==> config.mk <==
export PLATFORM = sky130hd
export DESIGN_NAME = lcd_timing_gen_flat
export DESIGN_NICKNAME = d
export VERILOG_FILES = /design/src/rtl/lcd_timing_gen_if.sv /design/src/rtl/lcd_timing_gen.sv /design/src/flat_wrapper.sv
export SDC_FILE = /design/constraint.sdc
export NUM_CORES = 1
export LEC_CHECK = 0
export ABC_AREA = 1
export BUFFER_PORTS_ARGS = -buffer_cell sky130_fd_sc_hd__clkbuf_2
export CAP_MARGIN = 20
export CORE_ASPECT_RATIO = 0.7
export CORE_UTILIZATION = 50
export CTS_CLUSTER_DIAMETER = 30
export DETAILED_ROUTE_END_ITERATION = 10
export GPL_TIMING_DRIVEN = 0
export PLACE_DENSITY = 0.84
export SYNTH_ARGS = -nofsm -noshare
export SYNTH_HDL_FRONTEND = slang
export SYNTH_SLANG_ARGS = --single-unit
==> constraint.sdc <==
create_clock -name clk -period 1.9 [get_ports clk]
set_clock_uncertainty 0.15 [all_clocks]
set_input_delay 0.095 -clock clk [delete_from_list [all_inputs] [get_ports clk]]
set_output_delay 0.095 -clock clk [all_outputs]
set_load 0.02 [all_outputs]
==> src/rtl/lcd_timing_gen_if.sv <==
// lcd_timing_gen_if: pixel request/data bus between the timing generator and its pixel source.
interface lcd_timing_gen_if;
   logic        req;
   logic [11:0] req_x;
   logic [11:0] req_y;
   logic        frame_start;
   logic [23:0] pix_data;
   modport master (output req, req_x, req_y, frame_start, input pix_data);
   modport slave (input req, req_x, req_y, frame_start, output pix_data);
endinterface

==> src/rtl/lcd_timing_gen.sv <==
// lcd_timing_gen: RGB parallel-LCD timing generator with request-ahead pixel fetch and built-in patterns.
module lcd_timing_gen #(
   parameter int H_ACTIVE = 800,
   parameter int H_FP     = 40,
   parameter int H_SYNC   = 128,
   parameter int H_BP     = 88,
   parameter int V_ACTIVE = 480,
   parameter int V_FP     = 1,
   parameter int V_SYNC   = 3,
   parameter int V_BP     = 21,
   parameter int HS_POL   = 0,
   parameter int VS_POL   = 0,
   parameter int DATA_LAT = 1,
   parameter int R_W      = 5,
   parameter int G_W      = 6,
   parameter int B_W      = 5
) (
   input  logic             clk,
   input  logic             rst_n,
   lcd_timing_gen_if.master pix,
   input  logic [1:0]       mode,
   input  logic [23:0]      solid_rgb,
   output logic             lcd_clk,
   output logic             lcd_hs,
   output logic             lcd_vs,
   output logic             lcd_de,
   output logic [R_W-1:0]   lcd_r,
   output logic [G_W-1:0]   lcd_g,
   output logic [B_W-1:0]   lcd_b
);
   localparam logic [11:0] H_LAST   = 12'(H_SYNC + H_BP + H_ACTIVE + H_FP - 1);
   localparam logic [11:0] V_LAST   = 12'(V_SYNC + V_BP + V_ACTIVE + V_FP - 1);
   localparam logic [11:0] H_ST     = 12'(H_SYNC + H_BP);
   localparam logic [11:0] V_ST     = 12'(V_SYNC + V_BP);
   localparam logic [11:0] H_END    = 12'(H_SYNC + H_BP + H_ACTIVE);
   localparam logic [11:0] V_END    = 12'(V_SYNC + V_BP + V_ACTIVE);
   localparam logic [11:0] HS_W     = 12'(H_SYNC);
   localparam logic [11:0] VS_W     = 12'(V_SYNC);
   localparam logic [11:0] X_LAST   = 12'(H_ACTIVE - 1);
   localparam logic [11:0] Y_LAST   = 12'(V_ACTIVE - 1);
   localparam logic [11:0] BAR_LAST = 12'((H_ACTIVE >= 8 ? H_ACTIVE / 8 : 1) - 1);
   localparam logic        HSP      = 1'(HS_POL);
   localparam logic        VSP      = 1'(VS_POL);

   logic [11:0] h_cnt, v_cnt, x0, y0, bcnt;
   logic [2:0]  bar0;
   logic [1:0]  mode_q;
   logic        act, req0, hs0, vs0, fs0;
   logic [29:0] st0, d;
   logic [23:0] bar_rgb, sel, rgb;
   logic        grid_on;

   assign act = h_cnt >= H_ST && h_cnt < H_END && v_cnt >= V_ST && v_cnt < V_END;

   always_ff @(posedge clk or negedge rst_n) begin
      if (!rst_n) begin
         h_cnt  <= '0;
         v_cnt  <= '0;
         x0     <= '0;
         y0     <= '0;
         bcnt   <= '0;
         bar0   <= '0;
         req0   <= 1'b0;
         hs0    <= 1'b0;
         vs0    <= 1'b0;
         fs0    <= 1'b0;
         mode_q <= '0;
      end else begin
         h_cnt <= h_cnt == H_LAST ? '0 : h_cnt + 12'd1;
         if (h_cnt == H_LAST) v_cnt <= v_cnt == V_LAST ? '0 : v_cnt + 12'd1;
         req0 <= act;
         hs0  <= h_cnt < HS_W;
         vs0  <= v_cnt < VS_W;
         fs0  <= h_cnt == '0 && v_cnt == '0;
         if (fs0) mode_q <= mode;
         if (act) begin
            x0 <= h_cnt - H_ST;
            y0 <= v_cnt - V_ST;
            // Bar index advances every BAR_W pixels; saturating at black covers the remainder.
            if (h_cnt == H_ST) begin
               bar0 <= '0;
               bcnt <= '0;
            end else if (bcnt == BAR_LAST) begin
               bcnt <= '0;
               if (bar0 != 3'd7) bar0 <= bar0 + 3'd1;
            end else begin
               bcnt <= bcnt + 12'd1;
            end
         end
      end
   end

   assign st0 = {hs0, vs0, req0, bar0, y0, x0};

   if (DATA_LAT == 0) begin : g_lat0
      assign d = st0;
   end else begin : g_lat
      logic [29:0] dly [DATA_LAT];
      always_ff @(posedge clk or negedge rst_n) begin
         if (!rst_n) begin
            for (int i = 0; i < DATA_LAT; i++) dly[i] <= '0;
         end else begin
            dly[0] <= st0;
            for (int i = 1; i < DATA_LAT; i++) dly[i] <= dly[i-1];
         end
      end
      assign d = dly[DATA_LAT-1];
   end

   // Bar colours white..black map onto inverted index bits: r=~b1, g=~b2, b=~b0.
   always_comb begin
      bar_rgb = {{8{~d[25]}}, {8{~d[26]}}, {8{~d[24]}}};
      grid_on = d[3:0] == 4'd0 || d[15:12] == 4'd0 || d[11:0] == X_LAST || d[23:12] == Y_LAST;
      sel     = mode_q == 2'd0 ? pix.pix_data : mode_q == 2'd1 ? bar_rgb :
                mode_q == 2'd2 ? {24{grid_on}} : solid_rgb;
   end

   always_ff @(posedge clk or negedge rst_n) begin
      if (!rst_n) begin
         lcd_hs <= ~HSP;
         lcd_vs <= ~VSP;
         lcd_de <= 1'b0;
         rgb    <= '0;
      end else begin
         lcd_hs <= d[29] ? HSP : ~HSP;
         lcd_vs <= d[28] ? VSP : ~VSP;
         lcd_de <= d[27];
         rgb    <= d[27] ? sel : '0;
      end
   end

   assign pix.req         = req0;
   assign pix.req_x       = x0;
   assign pix.req_y       = y0;
   assign pix.frame_start = fs0;
   assign lcd_clk         = ~clk;
   assign lcd_r           = rgb[23 -: R_W];
   assign lcd_g           = rgb[15 -: G_W];
   assign lcd_b           = rgb[7 -: B_W];
endmodule

==> src/flat_wrapper.sv <==
// flat-port wrapper written by rule: the top's interface ports become plain ports
module lcd_timing_gen_flat 
#(
   parameter int H_ACTIVE = 800,
   parameter int H_FP     = 40,
   parameter int H_SYNC   = 128,
   parameter int H_BP     = 88,
   parameter int V_ACTIVE = 480,
   parameter int V_FP     = 1,
   parameter int V_SYNC   = 3,
   parameter int V_BP     = 21,
   parameter int HS_POL   = 0,
   parameter int VS_POL   = 0,
   parameter int DATA_LAT = 1,
   parameter int R_W      = 5,
   parameter int G_W      = 6,
   parameter int B_W      = 5
)
  (clk, rst_n, mode, solid_rgb, lcd_clk, lcd_hs, lcd_vs, lcd_de, lcd_r, lcd_g, lcd_b, pix_req, pix_req_x, pix_req_y, pix_frame_start, pix_pix_data);
  lcd_timing_gen_if pix_i ();
  input  logic clk;
  input  logic rst_n;
  input  logic [1:0] mode;
  input  logic [23:0] solid_rgb;
  output logic lcd_clk;
  output logic lcd_hs;
  output logic lcd_vs;
  output logic lcd_de;
  output logic [R_W-1:0] lcd_r;
  output logic [G_W-1:0] lcd_g;
  output logic [B_W-1:0] lcd_b;
  output wire logic [$bits(pix_i.req)-1:0] pix_req;
  output wire logic [$bits(pix_i.req_x)-1:0] pix_req_x;
  output wire logic [$bits(pix_i.req_y)-1:0] pix_req_y;
  output wire logic [$bits(pix_i.frame_start)-1:0] pix_frame_start;
  input wire logic [$bits(pix_i.pix_data)-1:0] pix_pix_data;
  assign pix_req = pix_i.req;
  assign pix_req_x = pix_i.req_x;
  assign pix_req_y = pix_i.req_y;
  assign pix_frame_start = pix_i.frame_start;
  assign pix_i.pix_data = pix_pix_data;
  lcd_timing_gen #(.H_ACTIVE(H_ACTIVE), .H_FP(H_FP), .H_SYNC(H_SYNC), .H_BP(H_BP), .V_ACTIVE(V_ACTIVE), .V_FP(V_FP), .V_SYNC(V_SYNC), .V_BP(V_BP), .HS_POL(HS_POL), .VS_POL(VS_POL), .DATA_LAT(DATA_LAT), .R_W(R_W), .G_W(G_W), .B_W(B_W)) u_core (.clk(clk), .rst_n(rst_n), .pix(pix_i), .mode(mode), .solid_rgb(solid_rgb), .lcd_clk(lcd_clk), .lcd_hs(lcd_hs), .lcd_vs(lcd_vs), .lcd_de(lcd_de), .lcd_r(lcd_r), .lcd_g(lcd_g), .lcd_b(lcd_b));
endmodule
* Yosys cells after proc, flatten, opt, wreduce, memory -nomap -nowiden
Index checks and enable logic that the tools add are counted.
** Word-level totals
- Register bits after elaboration :: 126
- Output and inout bits :: 46
- Input bits :: 52
- Logic and storage cells :: 69
** Operators by class
- Order comparisons :: 6
- Muxes and demuxes :: 13
- Add/subtract/negate cells :: 6
- Reductions and logical operators :: 15
- Bitwise operators :: 4
- Equal/unequal tests :: 9
** Operators by type and width (number)
- $mux W24 :: 4
- $mux W12 :: 4
- $add A12 B1 Y12 const B :: 3
- $eq A12 B9 Y1 const B :: 2
- $logic_not A12 Y1 :: 2
- $eq A12 B10 Y1 const B :: 1
- $eq A12 B11 Y1 const B :: 1
- $eq A12 B7 Y1 const B :: 1
- $eq A12 B8 Y1 const B :: 1
- $ge A12 B5 Y1 const B :: 1
- $ge A12 B8 Y1 const B :: 1
- $lt A12 B10 Y1 const B :: 1
- $lt A12 B2 Y1 const B :: 1
- $lt A12 B8 Y1 const B :: 1
- $lt A12 B9 Y1 const B :: 1
- $sub A12 B5 Y12 const B :: 1
- $sub A12 B8 Y12 const B :: 1
- $mux W3 :: 3
- $logic_not A4 Y1 :: 2
- $logic_and A1 B1 Y1 :: 4
- $not A1 Y1 :: 4
- $reduce_bool A2 Y1 :: 2
- $add A3 B1 Y3 const B :: 1
- $logic_or A1 B1 Y1 :: 3
- other kinds (6) :: 7

* Logic depth before layout (Yosys ltp)
Gate-level depths: netlist of run 1.
- Word-level depth :: 8
- Mapped depth :: 12
- Depth with buffers taken out :: 10

==> results.cfg, run 1 <==
[timing]
hold_viol_final = 0
worst_slack_ps = 58.0
slew_viol_final = 0
fmax_mhz = 543
slew_headroom = 0.379
worst_pin_slew_ps = 931
setup_viol = 0
rsz0062_at_grt = yes
period_share = 0.969
fin_crit_ps = 1840

[hold_path]
hp-class = input port to flip-flop
holdPathEnd = u_core.rgb[13]$_DFF_PN0_
min-delay-start = pix_pix_data[13]
hold_depth = 5

[floorplan]
core_sq_um = 10600
rows = 31
io_pins = 98
die_x_um = 128
dieArea_sq_um = 11500
die_h_um = 89.9
initial_utilization = 0.523

[drt]
post_drt_wl_per_cell_um = 17.2
detail_route.first_pass.iterations = 5
wirelength_um = 16400
vias = 5199
first_iter_violations = 490
final_antenna_net_count = 0
drcViolationCount = 0
routed_via_density = 5.45

[placed_design]
dpl_worst_slack_ps = -270
placedCellCount = 871
globalplace.congestion = 0.910
port_buffers = 81
dp_hpwl_um = 9700

[clock_tree]
clk_pin_slew_ps = 60
cts_buffer_depth = 2
cts_tree = built
cts-buffers-inserted = 17
clkLatencyLatePin_ps = 410
clock-root-buffer = clkbuf_16
h-tree-depth = 4

[synthesis]
syn_area_per_cell_sq_um = 8.59
syn_area_sq_um = 5520
yosysTopAreaCellShare = 0.526
synth_most_common_cell = nand2_1
synthArstFlopShare = 1.00
ys_seq_area_frac = 0.536
yosys-top-cells-area = dfrtp_1 53%, nand2_1 10%, xor2_1 4.9%
syn_nets = 703
synth_seq_cells = 118
synth_commonest_cells = 151 x nand2_1, 116 x dfrtp_1, 72 x inv_1, 61 x nor2_1, 54 x nor3_1
yosysWarnings = 0
synth_ff_type = dfrtp_1
synth_top_area_cell = dfrtp_1
synth_edf_count = 0
synth_cell_types = 34
syn_inst = 642

[worst_setup_path]
rr_endpoint = u_core.pix.req_y[4]$_DFFE_PN0P_
cpMostUsedCell = nand2_1
crit_type = flip-flop to flip-flop
path_delay_family = simple AND/OR/NAND/NOR gates
slowest_delay_ps = 390
cp_slowest_cell = dfrtp_2
critical_path_arrival_ps = 2000
worstPathRequired_ps = 2050
crit_buf_inv = 3
r2r_cells = 12
crit_chain = ha_4 > nand2_1 > nor2_2 > nand2_2 > nor2_8 > inv_8 > nand2_4 > nand3_4 > buf_6 > clkbuf_16 > nand2_1 > nand2_1
crit_path_max_fanout = 6
worstSetupStartpointType = flip-flop
r2r-start = u_core.h_cnt[4]$_DFF_PN0_
end_kind = flip-flop
reg2reg_slack_ps = 60

[final_layout]
seq_area_sq_um = 2970
final_cell_count_no_fill = 954
fin_nets = 852
multi_input_area_sq_um = 2320
fin_util = 0.697
fill_cells = 770
area_growth_pct = 33.4
drive_gt1_frac = 0.266

[global_route]
grt_max_degree = 119
grt_util_met3 = 0.0946
met1_usage = 0.384
first_global_vias = 5000
grt_pass1_wl_um = 25600
busiest_layer = met2
gr-usage-all-layers = 0.295
use_met2 = 0.445
grt_antenna_before_repair = 2
grt_overflow = 0

[pwr]
ir_drop_mv = 0.912
p_leak_nw = 3.88
power.density_nw_per_um2 = 776

[outcome]
status = finished, final reports clean

[job]
maxCapViolCount = 0
==> how the worst max path moves through the flow <==
stage	from	endpoint	slack [ps]	cells past startpoint
finish	u_core.h_cnt[4]$_DFF_PN0_	u_core.pix.req_y[4]$_DFFE_PN0P_	60	12
global route	u_core.h_cnt[11]$_DFF_PN0_	u_core.bcnt[1]$_DFFE_PN0P_	-30	10
CTS	u_core.h_cnt[3]$_DFF_PN0_	u_core.bar0[0]$_DFFE_PN0P_	1	11
detailed placement	u_core.h_cnt[4]$_DFF_PN0_	u_core.pix.req_x[5]$_DFFE_PN0P_	-270	11
global placement	rst_n	u_core.d[6]$_DFF_PN0_	-1030	1
floorplan	u_core.h_cnt[4]$_DFF_PN0_	u_core.bcnt[0]$_DFFE_PN0P_	60	12
==> kinds of logic after synthesis <==
| logic type | synth area share |
|---|---|
| xor gates and xnor gates | 0.0524 |
| adders and majority gates | 0.0204 |
| DFF | 0.536 |
| buffers and inverters | 0.0735 |
| AOI/OAI and AO/OA | 0.0497 |
| muxes | 0.00204 |
| and+or+nand+nor | 0.266 |
==> cell type report <==
cell class	count	share of cell area
diodes	2	0.000680
plain buffers	18	0.0177
clock buffers	18	0.0585
clock inverters	16	0.0168
inverters	75	0.0401
multi-input cells	427	0.315
flip-flops and latches	118	0.403
well taps	148	0.0252
repair buffers	132	0.122
==> registers in the layout (all words and copies together) (netlist names) <==
| register | count |
|---|---|
| u_core.d | 30 |
| u_core.rgb | 16 |
| u_core.bcnt | 12 |
| u_core.h_cnt | 12 |
| u_core.pix.req_x | 12 |
| u_core.pix.req_y | 12 |
| u_core.v_cnt | 12 |
| u_core.bar0 | 3 |
| u_core.mode_q | 2 |
| u_core.hs0 | 1 |
| u_core.lcd_de | 1 |
| u_core.lcd_hs | 1 |
| u_core.lcd_vs | 1 |
| u_core.pix.frame_start | 1 |
| u_core.pix.req | 1 |
| u_core.vs0 | 1 |
==> metrics by stage <==
step / TNS [ps] / instance area [sq um] / hold WS (ps) / total power, W
global placement: -128380 / 6110 / 97.9 / 0.00274
finish: 0 / 7360 / 21.4 / 0.00571
detailed placement: -11000 / 6120 / 97.9 / 0.00274
global route: -182 / 7360 / 52.5 / 0.00587
floorplan: 0 / 5520 / -351 / 0.00263
CTS: 0 / 7100 / 10.6 / 0.00572
==> cells in the final DEF (no fill, tap or decap), types with 7 or more instances in the layout <==
cell type,n
nand2_1,142
nand4_1,8
inv_1,65
buf_4,22
inv_2,7
o21ai_1,14
dfrtp_1,106
nor2_1,53
ha_1,7
nor3_1,50
dlygate4sd3_1,33
nand3_1,37
o21ai_0,30
clkbuf_16,18
xor2_1,31
dfrtp_2,10
clkbuf_2,82
nand2_2,9
==> layer usage <==
| layer | vias to the layer above | routed length (um) |
|---|---|---|
| met2 | 289 | 7460 |
| met5 | - | 0 |
| met1 | 2497 | 6980 |
| met3 | 60 | 1360 |
| met4 | 0 | 597 |
| li1 | 2353 | - |
==> where the power goes <==
group / leakage (nW) / switching, W / internal (W)
registers: 1.59 / 0.00000454 / 0.00252
clock network: 0.261 / 0.00130 / 0.00171
logic: 2.03 / 0.000104 / 0.0000825
total: 3.88 / 0.00141 / 0.00430
==> worst register-to-register path, stage by stage (launching register included) <==
cell,delay [ps]
dfrtp_2,390
ha_4,140
nand2_1,60
nor2_2,120
nand2_2,100
nor2_8,140
inv_8,40
nand2_4,60
nand3_4,100
buf_6,160
clkbuf_16,160
nand2_1,60
nand2_1,50
==> what timing repair did <==
item,CTS,global route
hold buffers,33,0
cloned,1,2
setup endpoints to repair,65,62
setup buffers,6,10
endpoints found under the hold margin,134,0
gates resized for setup,21,64
pin swaps,6,11
Power figures use the tool's default switching activity.
==> inputs of run 2 (changes only) <==
--- a/config.mk
+++ b/config.mk
@@ -8,12 +8,15 @@
 export ABC_AREA = 1
 export BUFFER_PORTS_ARGS = -buffer_cell sky130_fd_sc_hd__clkbuf_2
 export CAP_MARGIN = 20
+export CELL_PAD_IN_SITES_DETAIL_PLACEMENT = 0
+export CELL_PAD_IN_SITES_GLOBAL_PLACEMENT = 2
 export CORE_ASPECT_RATIO = 0.7
-export CORE_UTILIZATION = 50
+export CORE_MARGIN = 3
+export CORE_UTILIZATION = 30
 export CTS_CLUSTER_DIAMETER = 30
 export DETAILED_ROUTE_END_ITERATION = 10
 export GPL_TIMING_DRIVEN = 0
-export PLACE_DENSITY = 0.84
+export PLACE_DENSITY = 0.85
 export SYNTH_ARGS = -nofsm -noshare
 export SYNTH_HDL_FRONTEND = slang
 export SYNTH_SLANG_ARGS = --single-unit
==> run 2 against run 1 <==
Effect of this change: non-clock buffer count increased by 11; setup slack lost 41 ps; design area is 3.6% higher; power is 5.6% higher; wire length fell by 6.3%; hold slack got worse by 8.4 ps; critical path depth is the same; flip-flop and latch count did not move; combinational power about the same; fmax decreased by 2.2%; count of clock-buffer cells in the layout increased by 1; largest cell class unchanged; largest power group unchanged.
==> results.cfg, run 2 (synthesis results as in run 1) <==
[worst_setup_path]
r2r_cells = 12
crit_type = flip-flop to flip-flop
worstSetupStartpointType = flip-flop
critical_path_arrival_ps = 2040
crit_path_max_fanout = 10
worstPathRequired_ps = 2060
end_kind = flip-flop
reg2reg_slack_ps = 20

[timing]
rsz0062_at_grt = yes
hold_viol_final = 0
fmax_mhz = 531
fin_crit_ps = 1880
worst_slack_ps = 16.7
slew_viol_final = 0
worst_pin_slew_ps = 424
period_share = 0.991
timing.hold.ws_ps = 13.0
setup_viol = 0
slew_headroom = 0.716

[drt]
routed_via_density = 4.60
final_antenna_net_count = 0
detail_route.first_pass.iterations = 5
post_drt_wl_per_cell_um = 14.7
vias = 4812
wirelength_um = 15400
drcViolationCount = 0
first_iter_violations = 179

[clock_tree]
h-tree-depth = 4
cts-buffers-inserted = 17
cts_tree = built
clkLatencyLatePin_ps = 420
clock-root-buffer = clkbuf_16
cts_buffer_depth = 2
clk_pin_slew_ps = 60

[floorplan]
io_pins = 98
die_x_um = 168
die_h_um = 119
rows = 40
dieArea_sq_um = 20100
initial_utilization = 0.314
core_sq_um = 17600

[placed_design]
globalplace.congestion = 0.873
dp_hpwl_um = 10400
place_area_sq_um = 6250
dpl_worst_slack_ps = -222
port_buffers = 81

[pwr]
ir_drop_mv = 0.561
p_int_w = 0.00459
netSwitchingPower_w = 0.00144
finalPower_w = 0.00604
power.density_nw_per_um2 = 792
swShare = 0.239
p_clk_frac = 0.551
p_leak_nw = 3.98
combPwrFrac = 0.031
seq_power_share = 0.417

[final_layout]
most-common-layout-cells = 139 x nand2_1, 109 x dfrtp_1, 84 x clkbuf_2
area_growth_pct = 38.2
fin_nets = 863
largest_register_ffs = 30
fill_cells = 1718
fin_util = 0.434
fin_area_sq_um = 7620
final_common_cell = nand2_1
drive_gt1_frac = 0.271
antenna_cells = 0

[hold_path]
hp-class = input port to async pin

[global_route]
grt_max_degree = 79
grt_antenna_before_repair = 0
grt_overflow = 0
grt_pass1_wl_um = 24500
first_global_vias = 4734
gr-usage-all-layers = 0.154

[job]
maxCapViolCount = 0

[outcome]
status = finished, final reports clean
run 2: cell count changes in the layout (fill, tap and decap cells not counted), moves of 3 or more:
cell,previous run,this run
buf_4,22,32
nand2_2,9,13
dfrtp_1,106,109
dfrtp_2,10,7
nand2_1,142,139
nand3_2,5,2
nor3_2,4,1
o21ai_0,30,33
o21ai_1,14,11
run 2: per-stage QoR:
stage               std cells  setup TNS [ps]
global route             1046            -871
finish                   1046               0
floorplan                 642               0
CTS                      1037               0
global placement          954         -146980
detailed placement        955           -9220
run 2: worst paths after layout:
check                                            from                          to
max                        u_core.h_cnt[10]$_DFF_PN0_  u_core.bcnt[0]$_DFFE_PN0P_
min                                             rst_n      u_core.d[29]$_DFF_PN0_
max reg2reg                u_core.h_cnt[10]$_DFF_PN0_  u_core.bcnt[0]$_DFFE_PN0P_
min reg2reg                    u_core.d[29]$_DFF_PN0_     u_core.lcd_hs$_DFF_PN1_
max in group asynchronous                       rst_n   u_core.h_cnt[3]$_DFF_PN0_
min in group clk               u_core.d[29]$_DFF_PN0_     u_core.lcd_hs$_DFF_PN1_
run 2: repair_timing:
action	in CTS	in global routing
resized for setup	29	58
hold endpoints to repair	135	0
gates cloned	1	0
endpoints found under the setup margin	65	67
pin swaps	6	13
setup buffers	14	12
hold buffers	35	0
run 2: worst max-delay path, cell delays in order (launching register included):
cell and delay (ps):
dfrtp_1 440, inv_2 100, nand2_2 70, nor2_2 120, nand2_2 100, nor2_8 140, inv_6 70, nand2_2 80
nand3_4 100, buf_8 160, buf_8 140, nand2_1 60, nand2_1 50
run 2: layer usage:
metal,global-route usage,up-vias,part of all wire
met2,0.221,150,0.42
met4,0.0470,0,0.014
met1,0.227,2265,0.51
met3,0.0408,22,0.062
li1,-,2375,-
met5,0,-,0
run 2: layout make-up:
cell class | instances | area, sq um | share of cell area
Buffer | 18 | 145 | 0.0190
Clock buffer | 19 | 434 | 0.0569
Clock inverter | 15 | 170 | 0.0223
Inverter | 75 | 290 | 0.0381
Multi-Input combinational cell | 427 | 2330 | 0.305
Sequential cell | 118 | 2960 | 0.389
Tap cell | 231 | 289 | 0.0379
Timing Repair Buffer | 143 | 1000 | 0.132
run 2: power by group through the flow:
stage	clock [W]	combinational [W]	sequential, W
floorplan	0.0000377	0.0000300	0.00256
global placement	0.0000562	0.000125	0.00256
detailed placement	0.0000562	0.000137	0.00256
CTS	0.00340	0.000194	0.00252
global route	0.00354	0.000214	0.00252
finish	0.00333	0.000189	0.00252
==> inputs of run 3 (changes only) <==
--- a/config.mk
+++ b/config.mk
@@ -17,6 +17,7 @@
 export DETAILED_ROUTE_END_ITERATION = 10
 export GPL_TIMING_DRIVEN = 0
 export PLACE_DENSITY = 0.85
+export RECOVER_POWER = 50
 export SYNTH_ARGS = -nofsm -noshare
 export SYNTH_HDL_FRONTEND = slang
 export SYNTH_SLANG_ARGS = --single-unit
==> run 3 against run 2 <==
Effect of this change: global-route usage unchanged; register-to-register slack about the same; critical path depth unchanged; flip-flop and latch count unchanged; critical path type unchanged.
==> results.cfg, run 3 (synthesis results as in run 1) <==
[pwr]
finalPower_w = 0.00603
power.density_nw_per_um2 = 792
ir_drop_mv = 0.561
seq_power_share = 0.418
p_leak_nw = 3.98
combPwrFrac = 0.031
netSwitchingPower_w = 0.00144
p_clk_frac = 0.552
swShare = 0.239
p_int_w = 0.00459

[floorplan]
core_sq_um = 17600
die_h_um = 119
io_pins = 98
initial_utilization = 0.314
dieArea_sq_um = 20100
rows = 40
die_x_um = 168

[timing]
slew_viol_final = 0
period_share = 0.987
worst_slack_ps = 25.6
worst_pin_slew_ps = 1090
rsz0062_at_grt = yes
hold_viol_final = 0
setup_viol = 0
slew_headroom = 0.276
fmax_mhz = 533
fin_crit_ps = 1870

[final_layout]
fin_area_sq_um = 7620
final_common_cell = nand2_1
final_cell_count_no_fill = 1046
antenna_cells = 0
most-common-layout-cells = 139 x nand2_1, 109 x dfrtp_1, 85 x clkbuf_2
fin_util = 0.434
area_growth_pct = 38.0
fin_nets = 863
drive_gt1_frac = 0.271
largest_register_ffs = 30

[global_route]
grt_max_degree = 79
busiest_layer = met1
grt_overflow = 0
grt_antenna_before_repair = 0
use_met2 = 0.221
gr-usage-all-layers = 0.154
met1_usage = 0.227
grt_pass1_wl_um = 24500
first_global_vias = 4734
grt_util_met3 = 0.0408

[worst_setup_path]
worstPathRequired_ps = 2060
crit_type = flip-flop to flip-flop
end_kind = flip-flop
worstSetupStartpointType = flip-flop
crit_path_max_fanout = 10
critical_path_arrival_ps = 2030

[drt]
drcViolationCount = 0
post_drt_wl_per_cell_um = 14.7
first_iter_violations = 216
final_antenna_net_count = 0
vias = 4811
detail_route.first_pass.iterations = 5
routed_via_density = 4.60
wirelength_um = 15400

[clock_tree]
cts_tree = built
clkLatencyLatePin_ps = 420
h-tree-depth = 4
cts_buffer_depth = 2
cts-buffers-inserted = 17
clock-root-buffer = clkbuf_16
clk_pin_slew_ps = 60

[hold_path]
hp-class = flip-flop to flip-flop

[placed_design]
place_area_sq_um = 6250
globalplace.congestion = 0.873
placedCellCount = 955
port_buffers = 81
dp_hpwl_um = 10400
dpl_worst_slack_ps = -222

[outcome]
status = finished, final reports clean

[job]
maxCapViolCount = 0
## run 3: area by class of cell
cell class,count,area (sq um)
repair buffers,143,995
fillers,1721,9950
clock buffers,19,434
plain buffers,18,145
multi-input cells,427,2330
flip-flops and latches,118,2960
inverters,75,290
clock inverters,15,170
well taps,231,289
## run 3: worst max-delay path, cell delays in order (launching register included)
cell and delay, ps:
dfrtp_1 430, inv_2 100, nand2_2 70, nor2_2 110
nand2_2 100, nor2_8 140, inv_6 70, nand2_2 80
nand3_4 100, buf_8 160, buf_8 140, nand2_1 60
nand2_1 50
## run 3: worst paths after layout
path	start	to	slack [ps]	cells past startpoint
max	u_core.h_cnt[10]$_DFF_PN0_	u_core.bcnt[0]$_DFFE_PN0P_	30	12
min reg2reg	u_core.d[29]$_DFF_PN0_	u_core.lcd_hs$_DFF_PN1_	200	1
min in group asynchronous	rst_n	u_core.d[29]$_DFF_PN0_	260	2
min	u_core.d[29]$_DFF_PN0_	u_core.lcd_hs$_DFF_PN1_	200	1
max reg2reg	u_core.h_cnt[10]$_DFF_PN0_	u_core.bcnt[0]$_DFFE_PN0P_	30	12
max in group asynchronous	rst_n	u_core.h_cnt[3]$_DFF_PN0_	400	3
## run 3: per-stage QoR
step	setup TNS [ps]	hold slack, ps
2_1_floorplan	0	-351
5_1_grt	-871	204
3_5_place_dp	-9220	-102
4_1_cts	0	13.9
6_report	0	202
3_3_place_gp	-146980	97.9
## run 3: timing repair
action / 4_1_cts / 5_1_grt
gates cloned: 1 / 0
hold endpoints to repair: 135 / 0
hold buffers: 35 / 0
pin swaps: 6 / 13
setup endpoints to repair: 65 / 67
gates resized for setup: 29 / 58
setup buffers: 14 / 12
## run 3: power by group through the flow
stage	registers, W	logic, W	clock network [W]
6_report	0.00252	0.000187	0.00333
5_1_grt	0.00252	0.000212	0.00354
4_1_cts	0.00252	0.000194	0.00340
3_5_place_dp	0.00256	0.000137	0.0000562
3_3_place_gp	0.00256	0.000125	0.0000562
2_1_floorplan	0.00256	0.0000300	0.0000377
## run 3: metal layers
metal,wire length (um),vias up
met5,0,-
met4,221,0
met3,952,22
met2,6420,148
met1,7760,2264
li1,-,2377
